[src/rtl/tube_scan_driver.sv]
// Time-multiplexed seven-segment scan driver with shadowed digit/mask registers.
// Optional blink feature enabled by defining TUBE_BLINK_EN.
module tube_scan_driver #(
    parameter int NUM_DIGITS  = 8,
    parameter int SCAN_DIV    = 100000,
    parameter int BLINK_TICKS = 256
) (
    input  logic                    clk,
    input  logic                    rst,
    input  logic                    enable,
    input  logic                    load,
    input  logic [4*NUM_DIGITS-1:0] digits,
    input  logic [NUM_DIGITS-1:0]   dp_mask,
    input  logic [NUM_DIGITS-1:0]   blank_mask,
    input  logic [NUM_DIGITS-1:0]   blink_mask,
    output logic [7:0]              seg,
    output logic [NUM_DIGITS-1:0]   tubsel
);

    localparam int IW = (NUM_DIGITS > 1) ? $clog2(NUM_DIGITS) : 1;
    localparam int PW = (SCAN_DIV > 1) ? $clog2(SCAN_DIV) : 1;
    localparam logic [IW-1:0] IMAX = IW'(NUM_DIGITS - 1);
    localparam logic [PW-1:0] PMAX = PW'(SCAN_DIV - 1);

    logic [PW-1:0]           r_pre;
    logic [IW-1:0]           r_idx;
    logic [4*NUM_DIGITS-1:0] r_dig;
    logic [NUM_DIGITS-1:0]   r_dp;
    logic [NUM_DIGITS-1:0]   r_blank;

    logic                    w_tick;
    logic                    w_blink;
    logic [3:0]              w_nib;
    logic [7:0]              w_hex;
    logic [7:0]              w_pat;
    logic [NUM_DIGITS-1:0]   w_onehot;

    assign w_tick = (r_pre == PMAX);
    assign w_nib  = r_dig[{r_idx, 2'b00} +: 4];

    always_ff @(posedge clk or posedge rst) begin
        if (rst) begin
            r_pre <= '0;
            r_idx <= '0;
        end else if (!enable) begin
            r_pre <= '0;
            r_idx <= '0;
        end else begin
            r_pre <= w_tick ? '0 : r_pre + 1'b1;
            if (w_tick) begin
                r_idx <= (r_idx == IMAX) ? '0 : r_idx + 1'b1;
            end
        end
    end

`ifdef TUBE_BLINK_EN
    localparam int BW = (BLINK_TICKS > 1) ? $clog2(BLINK_TICKS) : 1;
    localparam logic [BW-1:0] BMAX = BW'(BLINK_TICKS - 1);

    logic [NUM_DIGITS-1:0] r_blink;
    logic [BW-1:0]         r_bcnt;
    logic                  r_phase;

    // Phase flips once per BLINK_TICKS scan ticks; idle clears it.
    always_ff @(posedge clk or posedge rst) begin
        if (rst) begin
            r_bcnt  <= '0;
            r_phase <= 1'b0;
        end else if (!enable) begin
            r_bcnt  <= '0;
            r_phase <= 1'b0;
        end else if (w_tick) begin
            if (r_bcnt == BMAX) begin
                r_bcnt  <= '0;
                r_phase <= ~r_phase;
            end else begin
                r_bcnt <= r_bcnt + 1'b1;
            end
        end
    end

    always_ff @(posedge clk or posedge rst) begin
        if (rst) begin
            r_blink <= '0;
        end else if (load) begin
            r_blink <= blink_mask;
        end
    end

    assign w_blink = r_phase & r_blink[r_idx];
`else
    logic w_unused_blink;
    assign w_unused_blink = ^blink_mask;
    assign w_blink        = 1'b0;
`endif

    always_ff @(posedge clk or posedge rst) begin
        if (rst) begin
            r_dig   <= '0;
            r_dp    <= '0;
            r_blank <= '0;
        end else if (load) begin
            r_dig   <= digits;
            r_dp    <= dp_mask;
            r_blank <= blank_mask;
        end
    end

    always_comb begin
        w_hex = 8'h00;
        case (w_nib)
            4'h0: w_hex = 8'hFC;
            4'h1: w_hex = 8'h60;
            4'h2: w_hex = 8'hDA;
            4'h3: w_hex = 8'hF2;
            4'h4: w_hex = 8'h66;
            4'h5: w_hex = 8'hB6;
            4'h6: w_hex = 8'hBE;
            4'h7: w_hex = 8'hE0;
            4'h8: w_hex = 8'hFE;
            4'h9: w_hex = 8'hF6;
            4'hA: w_hex = 8'hEE;
            4'hB: w_hex = 8'h3E;
            4'hC: w_hex = 8'h9C;
            4'hD: w_hex = 8'h7A;
            4'hE: w_hex = 8'h9E;
            4'hF: w_hex = 8'h8E;
            default: w_hex = 8'h00;
        endcase
    end

    always_comb begin
        w_onehot        = '0;
        w_onehot[r_idx] = 1'b1;
    end

    assign w_pat = (r_blank[r_idx] | w_blink) ? 8'h00
                 : {w_hex[7:1], r_dp[r_idx]};

    always_ff @(posedge clk or posedge rst) begin
        if (rst) begin
            seg    <= 8'h00;
            tubsel <= '0;
        end else if (!enable) begin
            seg    <= 8'h00;
            tubsel <= '0;
        end else begin
            seg    <= w_pat;
            tubsel <= w_onehot;
        end
    end

endmodule

[config.mk]
export PLATFORM = sky130hd
export DESIGN_NAME = tube_scan_driver
export DESIGN_NICKNAME = d
export VERILOG_FILES = /design/src/rtl/tube_scan_driver.sv
export SDC_FILE = /design/constraint.sdc
export NUM_CORES = 1
export LEC_CHECK = 0
export CORE_MARGIN = 2
export CORE_UTILIZATION = 45
export CTS_CLUSTER_SIZE = 40
export DETAILED_ROUTE_END_ITERATION = 6
export PLACE_DENSITY = 0.71
export SETUP_SLACK_MARGIN = 0.5
export SYNTH_ARGS = -nofsm -noshare
export SYNTH_HDL_FRONTEND = slang
export SYNTH_SLANG_ARGS = --single-unit
[constraint.sdc]
create_clock -name clk -period 3.2 [get_ports clk]
set_clock_uncertainty 0.2 [all_clocks]
set_input_delay 0.64 -clock clk [delete_from_list [all_inputs] [get_ports clk]]
set_output_delay 0.64 -clock clk [all_outputs]
set_load 0.05 [all_outputs]
# --- After elaboration in Yosys (flattened, before gate mapping) ---
# Memories as Yosys holds them, arrays and structs flattened.
# Index checks and enable logic that the tools add are counted.
word_totals:
  regBits: 84
  romBits: 112
  inputBits: 60
  output_inout_bits: 16
  elab_cells: 31
  mem_count: 1
classes:
  addsub: 2
  order_cmp: 2
  eq_ne: 3
  n_shift: 1
  n_mux: 14
  n_reduce_logical: 1
memory_table:
  columns: ["memory", "depth", "width", "rd", "rd_ports_with_merged_regs", "write_ports", "line", "rtl"]
  rows:
  - ["(no name shown)", 16, 7, 1, 0, 0, "111", "case (w_nib)"]
op_table:
  columns: ["operator", "n"]
  rows:
  - ["$mux W17", 2]
  - ["$shiftx A32 B6 Y4", 1]
  - ["$mux W8", 3]
  - ["$add A17 B1 Y17 const B", 1]
  - ["$eq A17 B17 Y1 const B", 1]
  - ["$mux W3", 3]
  - ["$bmux W1 S3", 2]
  - ["$lt A3 B4 Y1 const B", 1]
  - ["$add A3 B1 Y3 const B", 1]
  - ["$demux W1 S3", 1]
  - ["$eq A3 B3 Y1 const B", 1]
  - ["$ge A3 B1 Y1 const B", 1]
  - ["$mux W1", 3]
  - ["$ne A2 B1 Y1 const B", 1]
  - ["$logic_and A1 B1 Y1", 1]

# --- Logic depth before layout (Yosys ltp) ---
# Gate-level depths: netlist of the first run.
logic_depth:
  ltp_word: 5
  mapped_depth: 8
  depth_no_buf: 7

# --- Worst setup path after synthesis of the first run ---
# Ideal clock, no wire load.
synth_timing:
  path_kind: "register to register"
  start: "register r_idx[0]"
  end: "register seg[4]"
  arrival_ns: 2.359
  required_ns: 2.928
  setup_slack_ns: 0.568
  stages_incl_launch_ff: 9
  path_cell_list: "dfrtp_1 -> buf_6 -> mux4_1 -> mux2i_1 -> inv_1 -> ha_1 -> mux2_1 -> mux2_2 -> nor2_1"
synth_between:
  elab_chain_cells: 4
  elab_cells_between_ends: 6
synth_rtl:
  columns: ["item", "line", "rtl"]
  rows:
  - ["start, declared", "26", "logic [IW-1:0] r_idx;"]
  - ["start signal, assigned", "51", "r_idx <= (r_idx == IMAX) ? '0 : r_idx + 1'b1;"]
  - ["$shiftx A32 B6 Y4 or $bmux W1 S3 (tied branches)", "39, 137", null]
  - ["$mem_v2 Z16 W7 or $mux W1 (tied branches)", null, null]
  - ["$mux W8 *", "137", "assign w_pat = (r_blank[r_idx] | w_blink) ? 8'h00"]
  - ["$mux W8 *", "144", "end else if (!enable) begin"]
  - ["end signal, assigned", "148", "seg <= w_pat;"]
  - ["end, declared", "16", "output logic [7:0] seg,"]
# Every way passes the cells marked *; elsewhere a longest branch is shown, timed or not. The select of a mux whose other input is x is not followed.
# A chain may end at the register's enable or synchronous reset.

# --- Worst setup path in the final report of the first run ---
# Same ends and word-level chain as after synthesis.

==> results of run 1 <==
[logic make-up after synthesis]
logic type	synth area share
flops	0.537
mux	0.265
simple gates	0.0885
buf+inv	0.0246
xor+xnor	0.0358
compound gates	0.0208
fa+ha+maj	0.0288
[worst max path at each step]
stage               startpoint  endpoint  slack [ns]  cells after the start
global placement      r_idx[0]    seg[4]        0.55                      6
floorplan             r_idx[0]    seg[4]        0.57                      8
CTS                   r_idx[0]    seg[4]        0.56                      6
detailed placement    r_idx[0]    seg[4]        0.49                      6
global route          r_idx[0]    seg[4]        0.51                      7
finish                r_idx[0]    seg[4]        0.63                      7
[metal layers]
| layer | global-route usage | vias to the layer above | share of wire |
|---|---|---|---|
| met2 | 0.251 | 46 | 0.48 |
| met5 | 0 | - | 0 |
| met4 | 0.0449 | 0 | 0.0092 |
| met3 | 0.0460 | 9 | 0.057 |
| met1 | 0.201 | 1210 | 0.45 |
| li1 | - | 1190 | - |
[cell type report]
cell class	instances	area, um2
Inverter	5	22.5
Clock inverter	6	93.8
Tap cell	108	135
Sequential cell	84	2100
Fill cell	698	3600
Timing Repair Buffer	80	776
Multi-Input combinational cell	191	1720
Clock buffer	10	138
[cells in the mapped netlist, types with 6 or more instances]
master / instances
nor2_1: 33
mux4_1: 6
clkbuf_1: 6
nand2_1: 13
mux2_2: 53
xnor2_1: 8
xor2_1: 8
ha_1: 9
nor3_1: 7
mux4_2: 6
nand3_1: 6
dfrtp_1: 84
mux2i_1: 12
[timing repair]
item                                    in CTS  in global routing
endpoints found under the setup margin       1                  1
resized for setup                            1                  1
buffers inserted                             0                  2
[worst register-to-register path, stage by stage (launching register included)]
cell	delay (ns)
dfrtp_2	0.47
mux4_1	0.59
mux2i_2	0.21
inv_1	0.13
ha_1	0.24
mux2_1	0.29
mux2_2	0.26
nor2_1	0.10
[stage by stage]
step	cell area (um2)	util	setup WS (ns)	std cells	total power, mW
2_1_floorplan	3920	-	0.568	295	1.40
3_3_place_gp	4740	0.551	0.552	466	1.52
3_5_place_dp	4740	0.551	0.489	466	1.53
4_1_cts	4970	0.578	0.564	482	2.39
5_1_grt	4990	0.581	0.514	484	2.48
6_report	4990	0.581	0.629	484	2.36
[sequential cells by signal, indices dropped and copies added (netlist names)]
register	count
seg	8
tubsel	8
r_idx	3
r_blank	8
r_dp	8
r_pre	17
r_dig	32
[power breakdown]
group / internal, mW / leakage [nW] / switching (mW)
combinational: 0.189 / 0.897 / 0.150
clock: 0.469 / 0.119 / 0.386
sequential: 1.13 / 1.05 / 0.0365
total: 1.79 / 2.07 / 0.572
==> impl_metrics.tcl, run 1 <==
set metrics [dict create \
    ys_ff_latch 84 \
    r2r_slack_ns 0.63 \
    num_rows 34 \
    synth-seq-area-share 0.537 \
    worstSetupStartpointType "flip-flop" \
    die_w_um 97.3 \
    grt_pass1_vias 2574 \
    cts_hold_buf 0 \
    rsz0062_at_grt "no" \
    coreArea_um2 8590 \
    slew_headroom 0.603 \
    avgSynthCellArea_um2 13.3 \
    gp_congestion 0.831 \
    avgViaCountPerCell 5.07 \
    layout_commonest_cell "dfrtp_1" \
    regToRegEndpoint "seg[4]" \
    finalSetupTns_ns 0 \
    critPathKind "flip-flop to flip-flop" \
    r2r_cells 7 \
    die_h_um 97.3 \
    max_freq_mhz 389 \
    rr_startpoint "r_idx[0]" \
    yosysUniqueCellTypes 36 \
    h-tree-depth 3 \
    wl_um 6980 \
    synth-async-reset-ratio 1.00 \
    yosys.area.top_type "dfrtp_1" \
    clock_sinks 84 \
    clockBufferDepth 2 \
    hold_path_end "r_pre[0]" \
    post-dp-hpwl_um 5120 \
    antennaDiodeCount 0 \
    synthCells 295 \
    ios 76 \
    timing.final.hold_violations 0 \
    root_buffer "clkbuf_8" \
    port_buffers 67 \
    tightest_slew_ns 0.595 \
    critPathSlowestCell "mux4_1" \
    synthTopCellsByArea "dfrtp_1, mux2_2, mux4_1" \
    drt_iter0_markers 53 \
    cp_data_arrival_time_ns 2.64 \
    path_max_fanout 6 \
    vias 2455 \
    start_util 0.456 \
    grt_usage 0.154 \
    numCtsBuffers 9 \
    setup_viol 0 \
    synth_fp_nets 364 \
    synthToLayoutAreaGrowth_pct 27.4 \
    max-vdd-ir-drop_v 0.000277 \
    nNetsFinal 440 \
    period_needed_ns 2.57 \
    worstPathRequired_ns 3.26 \
    holdWs_ns 0.285 \
    insertion_delay_ns 0.34 \
    crit_chain "mux4_1 > mux2i_2 > inv_1 > ha_1 > mux2_1 > mux2_2 > nor2_1" \
    critical_path.top_delay_family "multiplexers" \
    ant_nets 0 \
    hold_path_class "flip-flop to flip-flop" \
    layout-drive-gt1-share 0.253 \
    grt_overflow 0 \
    antenna_found_initial 0 \
    firstDrtPassIters 4 \
    hp-start "r_pre[0]" \
    syn_area_um2 3920 \
    timing.critical_path.buf_inv 1 \
    crit_path_end_kind "flip-flop" \
    grt_max_degree 55 \
    ys.flop_type "dfrtp_1" \
    period_share 0.803 \
    synth-edff-count 0 \
    ys_warn_count 0 \
    drv_cap 0 \
    clk_pin_slew_ns 0.09 \
    die-area_um2 9460 \
    maxSlewViolCount 0 \
    p_per_area_nw_per_um2 474 \
    drc 0 \
    status "complete, no violations" \
    layout_common_cells "dfrtp_1, clkdlybuf4s50_1, mux2_2" \
    routedWlPerCell_um 14.4 \
    cts_tree "yes" \
    p_leak_nw 2.07 \
    min_delay_path_depth 1 \
    cpPeakStageDelay_ns 0.59 \
    grt_pass1_wl_um 11900 \
    synth_top_area_share 0.537 \
]
Note: power is estimated with default switching activity, not from simulation.
==> run 2, diff against run 1 <==
--- a/config.mk
+++ b/config.mk
@@ -9,7 +9,7 @@
 export CORE_UTILIZATION = 45
 export CTS_CLUSTER_SIZE = 40
 export DETAILED_ROUTE_END_ITERATION = 6
-export PLACE_DENSITY = 0.71
+export PLACE_DENSITY = 0.74
 export SETUP_SLACK_MARGIN = 0.5
 export SYNTH_ARGS = -nofsm -noshare
 export SYNTH_HDL_FRONTEND = slang
==> constraint.sdc (replaced) <==
create_clock -name clk -period 2.35 [get_ports clk]
set_clock_uncertainty 0.2 [all_clocks]
set_input_delay 0.47 -clock clk [delete_from_list [all_inputs] [get_ports clk]]
set_output_delay 0.47 -clock clk [all_outputs]
set_load 0.05 [all_outputs]
==> run 2 against run 1 <==
Against the previous run:
- the flow now finishes with violations (setup timing)
- first-iteration DRC count grew 100%
- largest cell class unchanged
- non-clock buffer count grew 26
- register-to-register slack lost 0.72 ns
- critical path type unchanged
==> impl_metrics.tcl, run 2 (synthesis gave the netlist of run 1 again) <==
set metrics [dict create \
    critPathKind "flip-flop to flip-flop" \
    drc 0 \
    max_freq_mhz 410 \
    drt_iter0_markers 107 \
    largest-register "r_dig" \
    avgViaCountPerCell 5.08 \
    grt_usage 0.166 \
    top_regs "r_dig x32, r_pre x17" \
    ant_nets 0 \
    synthToLayoutAreaGrowth_pct 36.7 \
    grt_pass1_vias 2671 \
    grt_max_degree 49 \
    cts_hold_buf 0 \
    die-area_um2 9460 \
    finalSetupTns_ns -0.0873 \
    antenna_found_initial 0 \
    cp_data_arrival_time_ns 2.51 \
    period_needed_ns 2.44 \
    h-tree-depth 3 \
    seqPwrFrac 0.506 \
    hold_path_class "input port to asynchronous set/reset pin" \
    crit_path_end_kind "flip-flop" \
    p_leak_nw 2.24 \
    worstPathRequired_ns 2.43 \
    switching_share 0.260 \
    clockBufferDepth 2 \
    clk_pin_slew_ns 0.08 \
    nNetsFinal 466 \
    ios 76 \
    worstSetupStartpointType "flip-flop" \
    clkPwrFrac 0.319 \
    p_total_mw 3.16 \
    die_w_um 97.3 \
    path_max_fanout 5 \
    grt_overflow 0 \
    layout-drive-gt1-share 0.424 \
    cpPeakStageDelay_ns 0.48 \
    rsz0062_at_grt "yes" \
    combPwrFrac 0.174 \
    status "complete, but fails checks" \
    critPathSlowestCell "mux4_2" \
    cts_tree "yes" \
    tightest_slew_ns 0.510 \
    coreArea_um2 8590 \
    violations "setup timing" \
    timing.final.hold_violations 0 \
    fin_cells 509 \
    gp_congestion 0.780 \
    power.internal_mw 2.34 \
    post-dp-hpwl_um 5270 \
    dp_cells 478 \
    timing.critical_path.buf_inv 1 \
    period_share 1.04 \
    wl_um 7860 \
    die_h_um 97.3 \
    clock_sinks 84 \
    max-vdd-ir-drop_v 0.000377 \
    root_buffer "clkbuf_8" \
    fillers 684 \
    num_rows 34 \
    rr_startpoint "r_idx[0]" \
    largest_reg_flops 32 \
    layout_common_cells "dfrtp_1, clkdlybuf4s50_1, mux2_2" \
    setup_slack_ns -0.0873 \
    numCtsBuffers 9 \
    vias 2584 \
    start_util 0.456 \
    antennaDiodeCount 0 \
    port_buffers 67 \
    grt_pass1_wl_um 12400 \
    r2r_cells 7 \
    insertion_delay_ns 0.35 \
    critical_path.top_delay_family "multiplexers" \
    p_per_area_nw_per_um2 590 \
    layout_commonest_cell "dfrtp_1" \
    setup_viol 1 \
    routedWlPerCell_um 15.4 \
    slew_headroom 0.659 \
    maxSlewViolCount 0 \
    firstDrtPassIters 4 \
    switchingPower_mw 0.822 \
    r2r_slack_ns -0.09 \
    drv_cap 0 \
    cp_common_cell "mux2_4" \
    regToRegEndpoint "seg[4]" \
    crit_chain "buf_6 > mux4_2 > mux2_4 > ha_4 > mux2_4 > mux2_2 > nor2_2" \
]
-- run 2: cell count changes in the layout (fill, tap and decap cells not counted), moves of 4 or more --
| cell | delta |
|---|---|
| mux4_1 | -6 |
| clkdlybuf4s15_2 | +12 |
| nor3_1 | -4 |
| mux4_2 | +6 |
| mux2_4 | +5 |
| clkbuf_2 | +4 |
| clkdlybuf4s50_1 | -16 |
| mux2_2 | -4 |
| buf_4 | +13 |
| buf_6 | +8 |
| ha_1 | -4 |
-- run 2: per-layer routing --
metal / up-vias / GRT usage / part of all wire
li1: 1240 / - / -
met1: 1274 / 0.212 / 0.45
met2: 60 / 0.272 / 0.49
met3: 10 / 0.0410 / 0.044
met4: 0 / 0.0684 / 0.015
met5: - / 0 / 0
-- run 2: how the worst max path moves through the flow --
stage / slack (ns) / end / from / cells past startpoint
after detailed placement: -0.09 / seg[4] / r_idx[0] / 8
after CTS: -0.09 / seg[4] / r_idx[0] / 7
final: -0.09 / seg[4] / r_idx[0] / 7
after global routing: -0.12 / seg[4] / r_idx[0] / 8
after floorplan: -0.08 / seg[4] / r_idx[0] / 8
after global placement: -0.08 / seg[4] / r_idx[0] / 8
-- run 2: repair_timing --
| item | in CTS | in global routing |
|---|---|---|
| setup buffers | 5 | 7 |
| setup endpoints to repair | 40 | 31 |
| gates cloned | 1 | 3 |
| resized for setup | 60 | 40 |
| pin swaps | 7 | 7 |
-- run 2: power by group through the flow --
| stage | Sequential (mW) | Clock [mW] | Combinational (mW) |
|---|---|---|---|
| floorplan | 1.66 | 0 | 0.255 |
| global placement | 1.62 | 0 | 0.475 |
| detailed placement | 1.63 | 0 | 0.487 |
| CTS | 1.60 | 1.03 | 0.505 |
| global route | 1.61 | 1.10 | 0.593 |
| finish | 1.60 | 1.01 | 0.551 |
-- run 2: cell type report --
type / instances / area, um2 / area share
sequential: 84 / 2100 / 0.393
multi-input combinational: 191 / 1880 / 0.351
timing repair buffer: 106 / 1020 / 0.191
tap: 108 / 135 / 0.0253
clock buffer: 9 / 124 / 0.0231
clock inverter: 6 / 65.1 / 0.0122
inverter: 5 / 22.5 / 0.00421
-- run 2: stage by stage --
| step | util | hold slack, ns | worst slack [ns] | instance area, um2 |
|---|---|---|---|---|
| 6_report | 0.623 | 0.299 | -0.0873 | 5350 |
| 5_1_grt | 0.623 | 0.325 | -0.124 | 5350 |
| 4_1_cts | 0.604 | 0.296 | -0.0891 | 5190 |
| 3_5_place_dp | 0.567 | 0.285 | -0.0901 | 4870 |
| 3_3_place_gp | 0.567 | 0.277 | -0.0767 | 4870 |
| 2_1_floorplan | - | 0.252 | -0.0844 | 3950 |
==> run 3, diff against run 2 <==
--- a/config.mk
+++ b/config.mk
@@ -5,11 +5,12 @@
 export SDC_FILE = /design/constraint.sdc
 export NUM_CORES = 1
 export LEC_CHECK = 0
+export ABC_CLOCK_PERIOD_IN_PS = 2150
 export CORE_MARGIN = 2
 export CORE_UTILIZATION = 45
 export CTS_CLUSTER_SIZE = 40
 export DETAILED_ROUTE_END_ITERATION = 6
-export PLACE_DENSITY = 0.74
+export PLACE_DENSITY = 0.82
 export SETUP_SLACK_MARGIN = 0.5
 export SYNTH_ARGS = -nofsm -noshare
 export SYNTH_HDL_FRONTEND = slang
==> constraint.sdc (replaced) <==
create_clock -name clk -period 2.15 [get_ports clk]
set_clock_uncertainty 0.2 [all_clocks]
set_input_delay 0.43 -clock clk [delete_from_list [all_inputs] [get_ports clk]]
set_output_delay 0.43 -clock clk [all_outputs]
set_load 0.05 [all_outputs]
==> run 3 against run 2 <==
Against the previous run:
- cell count rose by 1.4%
- total power grew 13%
- sequential share of layout area decreased by 1.3 points
- first-iteration DRC count is 7.5% higher
- final area grew 3.6%
- the flow still finishes with violations (setup timing)
- die area did not move
- critical path type unchanged
- clock power is 14% higher
==> impl_metrics.tcl, run 3 (synthesis gave the netlist of run 1 again) <==
set metrics [dict create \
    violations "setup timing" \
    grt_pass1_vias 2948 \
    combPwrFrac 0.183 \
    critPathSlowestCell "mux4_2" \
    crit_chain "buf_8 > mux2_2 > mux4_2 > buf_6 > buf_4 > nand2_2 > o21ai_1 > a221oi_2" \
    tightest_slew_ns 0.372 \
    timing.final.hold_violations 0 \
    synthToLayoutAreaGrowth_pct 41.5 \
    dp_cells 480 \
    clockBufferDepth 2 \
    drv_cap 0 \
    routedWlPerCell_um 17.3 \
    rr_startpoint "r_idx[0]" \
    regToRegEndpoint "seg[2]" \
    cp_data_arrival_time_ns 2.46 \
    antenna_found_initial 0 \
    dr_wl_met2_um 4940 \
    switchingPower_mw 0.878 \
    finalSetupTns_ns -1.47 \
    setup_viol 7 \
    period_share 1.12 \
    r2r_cells 8 \
    drc 0 \
    hold_path_class "input port to asynchronous set/reset pin" \
    p_per_area_nw_per_um2 642 \
    p_leak_nw 2.33 \
    insertion_delay_ns 0.35 \
    rsz0062_at_grt "yes" \
    h-tree-depth 3 \
    switching_share 0.247 \
    avgViaCountPerCell 5.22 \
    endpoint "seg[2]" \
    worstPathRequired_ns 2.20 \
    wl_um 8930 \
    drt_iter0_markers 115 \
    num_rows 34 \
    numCtsBuffers 9 \
    grt_pass1_wl_um 14200 \
    crit_path_start "r_idx[0]" \
    crit_path_end_kind "flip-flop" \
    grt_overflow 0 \
    nNetsFinal 475 \
    die-area_um2 9460 \
    top_layer "met4" \
    root_buffer "clkbuf_8" \
    power.internal_mw 2.68 \
    seqPwrFrac 0.493 \
    period_needed_ns 2.40 \
    fillers 592 \
    top_regs "r_dig x32, r_pre x17" \
    route.met3.wl_um 374 \
    layout_commonest_cell "dfrtp_1" \
    ant_nets 0 \
    largest-register "r_dig" \
    r2r_slack_ns -0.25 \
    pre_cts_slack_ns -0.272 \
    finish.utilization 0.645 \
    cts_hold_buf 0 \
    max_freq_mhz 416 \
    fin_cells 516 \
    largest_reg_flops 32 \
    start_util 0.456 \
    worstSetupStartpointType "flip-flop" \
    met1_length_um 3460 \
    gp_congestion 0.740 \
    clkPwrFrac 0.324 \
    clock_sinks 84 \
    slew_headroom 0.750 \
    coreArea_um2 8590 \
    maxSlewViolCount 0 \
    vias 2693 \
    max-vdd-ir-drop_v 0.000396 \
    layout_common_cells "dfrtp_1, mux2_2, clkdlybuf4s50_1" \
    grt_max_degree 49 \
    multi_input_area_um2 2050 \
    setup_slack_ns -0.253 \
    fin_area_um2 5540 \
    critPathKind "flip-flop to flip-flop" \
    layout-drive-gt1-share 0.483 \
    p_total_mw 3.56 \
    die_w_um 97.3 \
    ios 76 \
    firstDrtPassIters 4 \
    path_max_fanout 7 \
    holdWs_ns 0.196 \
    status "complete, but fails checks" \
    cts_tree "yes" \
    clk_pin_slew_ns 0.08 \
    placed_area_um2 4900 \
    die_h_um 97.3 \
    grt_usage 0.189 \
    cpPeakStageDelay_ns 0.52 \
    post-dp-hpwl_um 5540 \
    antennaDiodeCount 0 \
    port_buffers 67 \
    ff_latch_area_um2 2110 \
]
## run 3: changes by cell type in the layout (fill, tap and decap cells not counted), sizes merged
cell	previous run	this run
inv	5	4
clkbuf	13	10
bufinv	1	2
clkinvlp	2	1
buf	40	64
clkdlybuf4s15	12	0
nand2b	4	5
clkinv	3	1
## run 3: power groups by stage
stage          combinational, mW  sequential [mW]  clock (mW)
2_1_floorplan              0.282             1.81           0
3_3_place_gp               0.535             1.77           0
3_5_place_dp               0.551             1.78           0
4_1_cts                    0.601             1.75        1.17
5_1_grt                    0.700             1.77        1.25
6_report                   0.652             1.75        1.15
## run 3: area by class of cell
type,count,share of cell area
Clock buffer,10,0.0230
Timing Repair Buffer,114,0.186
Multi-Input combinational cell,192,0.370
Inverter,5,0.00452
Clock inverter,3,0.0117
Sequential cell,84,0.380
Tap cell,108,0.0244
## run 3: how the worst min path moves through the flow
stage               cells after the start   endpoint  slack, ns
floorplan                               1   r_pre[0]       0.25
global placement                        1   r_pre[0]       0.28
detailed placement                      1    r_dp[4]       0.29
CTS                                     2  tubsel[6]       0.19
global route                            2  tubsel[6]       0.19
finish                                  2  tubsel[2]       0.20
## run 3: what timing repair did
| action | in CTS | in global routing |
|---|---|---|
| endpoints found under the setup margin | 40 | 28 |
| resized for setup | 101 | 46 |
| endpoints found under the hold margin | 0 | 0 |
| setup buffers | 14 | 8 |
| pin swaps | 13 | 14 |
| cloned | 1 | 0 |
## run 3: layer usage
metal / GRT usage / vias up
li1: - / 1265
met1: 0.224 / 1354
met2: 0.339 / 61
met3: 0.0453 / 13
met4: 0.0641 / 0
met5: 0 / -
## run 3: worst max-delay path: cells and delay by family, from the launching register on
family / cells / cell delay [ns]
compound gates: 2 / 0.32
buf+inv: 3 / 0.43
simple gates: 1 / 0.08
mux: 2 / 0.88
flops: 1 / 0.41
